File: config.mk
export PLATFORM = sky130hd
export DESIGN_NAME = systolic_mm2x2
export DESIGN_NICKNAME = d
export VERILOG_FILES = /design/src/rtl/mm_pkg.sv /design/src/rtl/mac_pe.sv /design/src/rtl/systolic_mm2x2.sv
export SDC_FILE = /design/constraint.sdc
export NUM_CORES = 2
export LEC_CHECK = 0
export ABC_CLOCK_PERIOD_IN_PS = 9800
export CORE_ASPECT_RATIO = 1.75
export CORE_MARGIN = 2
export CORE_UTILIZATION = 30
export DETAILED_ROUTE_END_ITERATION = 10
export PLACE_DENSITY = 0.52
export REMOVE_ABC_BUFFERS = 1
export SYNTH_ARGS = -nofsm -noshare
export SYNTH_HDL_FRONTEND = slang
export SYNTH_HIERARCHICAL = 1
export SYNTH_SLANG_ARGS = --single-unit
File: constraint.sdc
create_clock -name clk -period 9.8 [get_ports clk]
set_input_delay 1.47 -clock clk [delete_from_list [all_inputs] [get_ports clk]]
set_output_delay 1.47 -clock clk [all_outputs]
set_load 0.03 [all_outputs]
File: src/rtl/mm_pkg.sv
// Shared definitions for the 2x2 output-stationary systolic multiply core.
//   DEF_WIDTH / DEF_FRAC : default operand width and fractional bits (Q8.8)
//   RUN_LEN              : operand beats per product (k0..k3)
//   K_W                  : width of the RUN beat counter
//   state_t              : sequencing FSM states
//   acc_width()          : accumulator width for a given operand width
package mm_pkg;

  localparam int DEF_WIDTH = 16;
  localparam int DEF_FRAC  = 8;
  localparam int RUN_LEN   = 4;
  localparam int K_W       = 2;

  typedef enum logic [1:0] {
    IDLE = 2'd0,
    RUN  = 2'd1,
    DONE = 2'd2
  } state_t;

  // Full signed product plus one guard bit for the two-term dot product.
  function automatic int acc_width(input int width);
    return 2 * width + 1;
  endfunction

endpackage

File: src/rtl/mac_pe.sv
// One processing element of the systolic array.
//   clk, rst_n   : clock, synchronous active-high reset (rst_n = 1 resets)
//   en           : update the accumulator on this edge
//   load         : with en, load the product instead of adding it (k0 beat)
//   pass_clr     : zero the pass registers instead of capturing the inputs
//   a_in, b_in   : operands arriving from the left / from above
//   a_out, b_out : registered operands forwarded right / down
//   acc          : signed accumulator, 2*WIDTH+1 bits, no per-step rounding
module mac_pe
  import mm_pkg::*;
#(
  parameter int WIDTH = DEF_WIDTH
) (
  input  logic                       clk,
  input  logic                       rst_n,
  input  logic                       en,
  input  logic                       load,
  input  logic                       pass_clr,
  input  logic [WIDTH-1:0]           a_in,
  input  logic [WIDTH-1:0]           b_in,
  output logic [WIDTH-1:0]           a_out,
  output logic [WIDTH-1:0]           b_out,
  output logic [acc_width(WIDTH)-1:0] acc
);

  localparam int ACC_W = acc_width(WIDTH);

  logic signed [2*WIDTH-1:0] prod;
  logic        [ACC_W-1:0]   prod_ext;

  assign prod     = $signed(a_in) * $signed(b_in);
  assign prod_ext = {prod[2*WIDTH-1], prod};

  always_ff @(posedge clk) begin
    if (rst_n) begin
      a_out <= '0;
      b_out <= '0;
      acc   <= '0;
    end else begin
      if (pass_clr) begin
        a_out <= '0;
        b_out <= '0;
      end else begin
        a_out <= a_in;
        b_out <= b_in;
      end
      if (en) begin
        acc <= load ? prod_ext : acc + prod_ext;
      end
    end
  end

endmodule

File: src/rtl/systolic_mm2x2.sv
// Output-stationary 2x2 systolic multiply core: C = A x B over a 4-beat
// skewed operand window, results presented with a one-cycle out_valid pulse.
//   clk, rst_n         : clock, synchronous active-high reset (rst_n = 1 resets)
//   start              : first skewed operand beat (k0) is present on this edge
//   a_in0, a_in1       : A row streams (row 1 lags by one cycle)
//   b_in0, b_in1       : B column streams (column 1 lags by one cycle)
//   busy               : a product is in flight
//   out_valid          : one-cycle pulse when c00..c11 are final
//   c00, c01, c10, c11 : results, held until the next completed product
// Build option: define SYSTOLIC_SAT_EN to saturate each result to the signed
// WIDTH range; otherwise the low WIDTH bits of the shifted sum are kept.
//
// Operand handshake: there is no back-pressure. start is only accepted in
// IDLE; the upstream stage must then present beats k1..k3 on the following
// edges unconditionally, and out_valid has no ready to wait for.
module systolic_mm2x2
  import mm_pkg::*;
#(
  parameter int WIDTH = DEF_WIDTH,
  parameter int FRAC  = DEF_FRAC
) (
  input  logic             clk,
  input  logic             rst_n,
  input  logic             start,
  input  logic [WIDTH-1:0] a_in0,
  input  logic [WIDTH-1:0] a_in1,
  input  logic [WIDTH-1:0] b_in0,
  input  logic [WIDTH-1:0] b_in1,
  output logic             busy,
  output logic             out_valid,
  output logic [WIDTH-1:0] c00,
  output logic [WIDTH-1:0] c01,
  output logic [WIDTH-1:0] c10,
  output logic [WIDTH-1:0] c11
);

  localparam int ACC_W = acc_width(WIDTH);
  localparam logic signed [ACC_W-1:0] SAT_MAX = {{(ACC_W-WIDTH+1){1'b0}}, {(WIDTH-1){1'b1}}};
  localparam logic signed [ACC_W-1:0] SAT_MIN = {{(ACC_W-WIDTH+1){1'b1}}, {(WIDTH-1){1'b0}}};

  state_t         state, state_nxt;
  logic [K_W-1:0] k, k_nxt;
  logic           accept;
  logic           pe_en;
  logic           pass_clr;

  // Sequencing FSM: next state and beat counter.
  always_comb begin
    state_nxt = state;
    k_nxt     = k;
    accept    = 1'b0;
    case (state)
      IDLE: begin
        k_nxt = '0;
        if (start) begin
          accept    = 1'b1;
          state_nxt = RUN;
          k_nxt     = K_W'(1);
        end
      end
      RUN: begin
        k_nxt = k + K_W'(1);
        if (k == K_W'(RUN_LEN - 1)) begin
          state_nxt = DONE;
          k_nxt     = '0;
        end
      end
      DONE: begin
        state_nxt = IDLE;
        k_nxt     = '0;
      end
      default: begin
        state_nxt = IDLE;
        k_nxt     = '0;
      end
    endcase
  end

  // The start edge is beat k0: accumulators load rather than sum. Outside a
  // product the pass registers are zeroed so the next k0 sees clean edges.
  assign pe_en    = accept || (state == RUN);
  assign pass_clr = !pe_en;

  logic [WIDTH-1:0] a00_q, b00_q, b01_q, a10_q;
  logic [WIDTH-1:0] pe01_a_unused, pe10_b_unused, pe11_a_unused, pe11_b_unused;
  logic [ACC_W-1:0] acc_q [4];

  mac_pe #(.WIDTH(WIDTH)) u_pe00 (
    .clk(clk), .rst_n(rst_n), .en(pe_en), .load(accept), .pass_clr(pass_clr),
    .a_in(a_in0), .b_in(b_in0), .a_out(a00_q), .b_out(b00_q), .acc(acc_q[0])
  );

  mac_pe #(.WIDTH(WIDTH)) u_pe01 (
    .clk(clk), .rst_n(rst_n), .en(pe_en), .load(accept), .pass_clr(pass_clr),
    .a_in(a00_q), .b_in(b_in1), .a_out(pe01_a_unused), .b_out(b01_q), .acc(acc_q[1])
  );

  mac_pe #(.WIDTH(WIDTH)) u_pe10 (
    .clk(clk), .rst_n(rst_n), .en(pe_en), .load(accept), .pass_clr(pass_clr),
    .a_in(a_in1), .b_in(b00_q), .a_out(a10_q), .b_out(pe10_b_unused), .acc(acc_q[2])
  );

  mac_pe #(.WIDTH(WIDTH)) u_pe11 (
    .clk(clk), .rst_n(rst_n), .en(pe_en), .load(accept), .pass_clr(pass_clr),
    .a_in(a10_q), .b_in(b01_q), .a_out(pe11_a_unused), .b_out(pe11_b_unused), .acc(acc_q[3])
  );

  // Result formation: floor shift back to the operand format, then reduce.
  logic signed [ACC_W-1:0] sh    [4];
  logic        [WIDTH-1:0] c_red [4];

  for (genvar n = 0; n < 4; n++) begin : g_reduce
    always_comb begin
      sh[n] = $signed(acc_q[n]) >>> FRAC;
`ifdef SYSTOLIC_SAT_EN
      if (sh[n] > SAT_MAX)      c_red[n] = SAT_MAX[WIDTH-1:0];
      else if (sh[n] < SAT_MIN) c_red[n] = SAT_MIN[WIDTH-1:0];
      else                      c_red[n] = sh[n][WIDTH-1:0];
`else
      c_red[n] = sh[n][WIDTH-1:0];
`endif
    end
  end

`ifndef SYSTOLIC_SAT_EN
  // Wrap mode discards the bits above WIDTH by design.
  logic unused_sh_hi;
  assign unused_sh_hi = ^{sh[0][ACC_W-1:WIDTH], sh[1][ACC_W-1:WIDTH],
                          sh[2][ACC_W-1:WIDTH], sh[3][ACC_W-1:WIDTH]};
`endif

  always_ff @(posedge clk) begin
    if (rst_n) begin
      state     <= IDLE;
      k         <= '0;
      busy      <= 1'b0;
      out_valid <= 1'b0;
      c00       <= '0;
      c01       <= '0;
      c10       <= '0;
      c11       <= '0;
    end else begin
      state     <= state_nxt;
      k         <= k_nxt;
      busy      <= (state_nxt != IDLE);
      out_valid <= (state == DONE);
      // Accumulators settle at the k3 edge; capture them on the DONE edge.
      if (state == DONE) begin
        c00 <= c_red[0];
        c01 <= c_red[1];
        c10 <= c_red[2];
        c11 <= c_red[3];
      end
    end
  end

endmodule
==> impl_metrics.tcl <==
set metrics [dict create \
    status "finished clean" \
    p_total_uw 15900 \
    die_w_um 292 \
    drt-met1-wl_mm 46.3 \
    wl_mm 124 \
    fin_cells 6935 \
    syn_to_final_growth_pct 10.6 \
    cts.clk_slew.worst_paths_ps 60 \
    grt_max_degree 110 \
    cts_made_buffers 35 \
    p_int_uw 7620 \
    path_class "in -> reg" \
    min_to "c11[11]$_SDFFE_PP0P_" \
    cts_tree "done" \
    gp_congestion 0.870 \
    drive_above_1_share_pct 3.71 \
    crit_top_cell "fa_1" \
    switchingPower_uw 8240 \
    syn_area_per_cell_um2 8.64 \
    rows 184 \
    ioPinCount 133 \
    hold_viol 0 \
    most-common-layout-cells "inv_1, fa_1, nand2_1" \
    whs_path_depth 2 \
    setup_viol 0 \
    pwr-share-comb_pct 83.0 \
    fin_crit_sh_pct 90.4 \
    met3WireLength_mm 2.79 \
    via_count 32900 \
    crit_path_end_kind "flop" \
    ff2ff_setup_slack_ps 1700 \
    finalWorstSetupSlack_ps 937 \
    io_buffers 132 \
    wl_per_cell_um 17.8 \
    reg2reg_depth 30 \
    slowest_delay_ps 930 \
    grt_usage_pct 17.0 \
    first_global_vias 36700 \
    cp_slowest_cell "clkdlybuf4s50_1" \
    dp_slack_ps 358 \
    worst_slew_pin_slew_ps 949 \
    r2r-end "u_pe11/acc[23]$_SDFFE_PP0P_" \
    fin_crit_ps 8860 \
    hold_buffers 0 \
    r2r-start "u_pe01/b_out[1]$_SDFF_PP0_" \
    yosysWarnings 6 \
    hold_start "c11[11]$_SDFFE_PP0P_" \
    nets 6303 \
    rsz0062_at_grt "no" \
    skew_ps 24.9 \
    cap_viol_max_count 0 \
    ant_nets 0 \
    routed.top_layer "met5" \
    wl_met2_mm 69.7 \
    cp.required_ps 10270 \
    grt-ovfl-total 0 \
    htree_levels 2 \
    start_kind "primary input" \
    max_freq_mhz 113 \
    drc 0 \
    ctsResizeCount 0 \
    syn_inst 5021 \
    dieArea_um2 148000 \
    antenna_found_initial 7 \
    arrival_ps 9340 \
    vias_per_cell 4.74 \
    clock_power_share_pct 8.9 \
    clockBufferDepth 3 \
    p_leak_uw 0.0238 \
    firstDrtPassIters 5 \
    grt_pass1_wl_mm 198 \
    worstHoldPathType "reg -> reg" \
    cts_root_buffer "clkbuf_16" \
    dpl.cell_count 6870 \
    cts_sinks 230 \
    maxSlewHeadroom_pct 36.6 \
    cts_setup_buffers 0 \
    crit_path_max_fanout 16 \
    fp.dieH_um 507 \
    final_common_cell "inv_1" \
    coreArea_um2 144000 \
    slew_violations 0 \
    setup-tns-final_ps 0 \
    netlist_area_um2 43400 \
    drtIter0Drc 1152 \
    pwr-share-seq_pct 8.1 \
    netSwitchingFraction_pct 52.0 \
    clkLatencyLatePin_ps 570 \
    peakVddDrop_mv 0.505 \
    power.density_nw_per_um2 330 \
    initial_utilization_pct 30.2 \
    dpl.hpwl_mm 101 \
]
[cell type report]
cell class | count | area [µm²]
inverter | 1009 | 3790
clock inverter | 15 | 225
tap | 1860 | 2330
sequential | 230 | 4600
timing repair buffer | 223 | 2040
antenna | 2 | 5.00
multi-input combinational | 3548 | 34000
fill | 15200 | 95600
clock buffer | 48 | 1040
[power by group through the flow]
stage | clock (µW) | sequential, µW | combinational [µW]
2_1_floorplan | 0 | 1220 | 10200
3_3_place_gp | 0 | 1300 | 12900
3_5_place_dp | 0 | 1310 | 13100
4_1_cts | 1480 | 1290 | 13200
5_1_grt | 1500 | 1310 | 14800
6_report | 1420 | 1280 | 13200
[per-stage QoR]
stage	hold slack, ps	util [%]	area, µm²
finish	452	33.4	48000
detailed placement	447	32.5	46800
floorplan	440	-	42400
CTS	453	33.4	48000
global route	466	33.4	48000
global placement	445	32.5	46800
[flip-flops by register name, indices dropped and copies added (netlist names), 2 cells and up]
register / cells
u_pe01/b_out: 16
c01: 16
u_pe10/acc: 24
k: 2
u_pe00/a_out: 16
c10: 16
u_pe11/acc: 24
c00: 16
u_pe10/a_out: 16
u_pe01/acc: 24
c11: 16
u_pe00/b_out: 16
state: 2
u_pe00/acc: 24
[how the worst max path moves through the flow]
stage | startpoint | to | slack [ps]
floorplan | start | u_pe01/acc[21]$_SDFFE_PP0P_ | -2460
global route | b_in0[9] | u_pe00/acc[23]$_SDFFE_PP0P_ | 290
CTS | a_in0[0] | u_pe00/acc[23]$_SDFFE_PP0P_ | 940
global placement | b_in0[9] | u_pe00/acc[21]$_SDFFE_PP0P_ | 390
detailed placement | b_in0[9] | u_pe00/acc[21]$_SDFFE_PP0P_ | 360
finish | b_in0[9] | u_pe00/acc[23]$_SDFFE_PP0P_ | 940
[layer usage]
metal / global-route usage [%] / vias to the layer above
li1: - / 15400
met1: 17.7 / 16800
met2: 34.4 / 515
met3: 1.46 / 235
met4: 6.59 / 12
met5: 0 / -
[worst max-delay path, delay by kind of cell]
family                   cells  cell delay (ps)
XOR/XNOR                     1              140
AO/OA/AOI/OAI                9             2140
multiplexers                 1               80
AND/OR/NAND/NOR              4              640
adder cells (fa/ha/maj)      8             3670
buffers and inverters        6             1180
(Power assumes the default switching activity.)
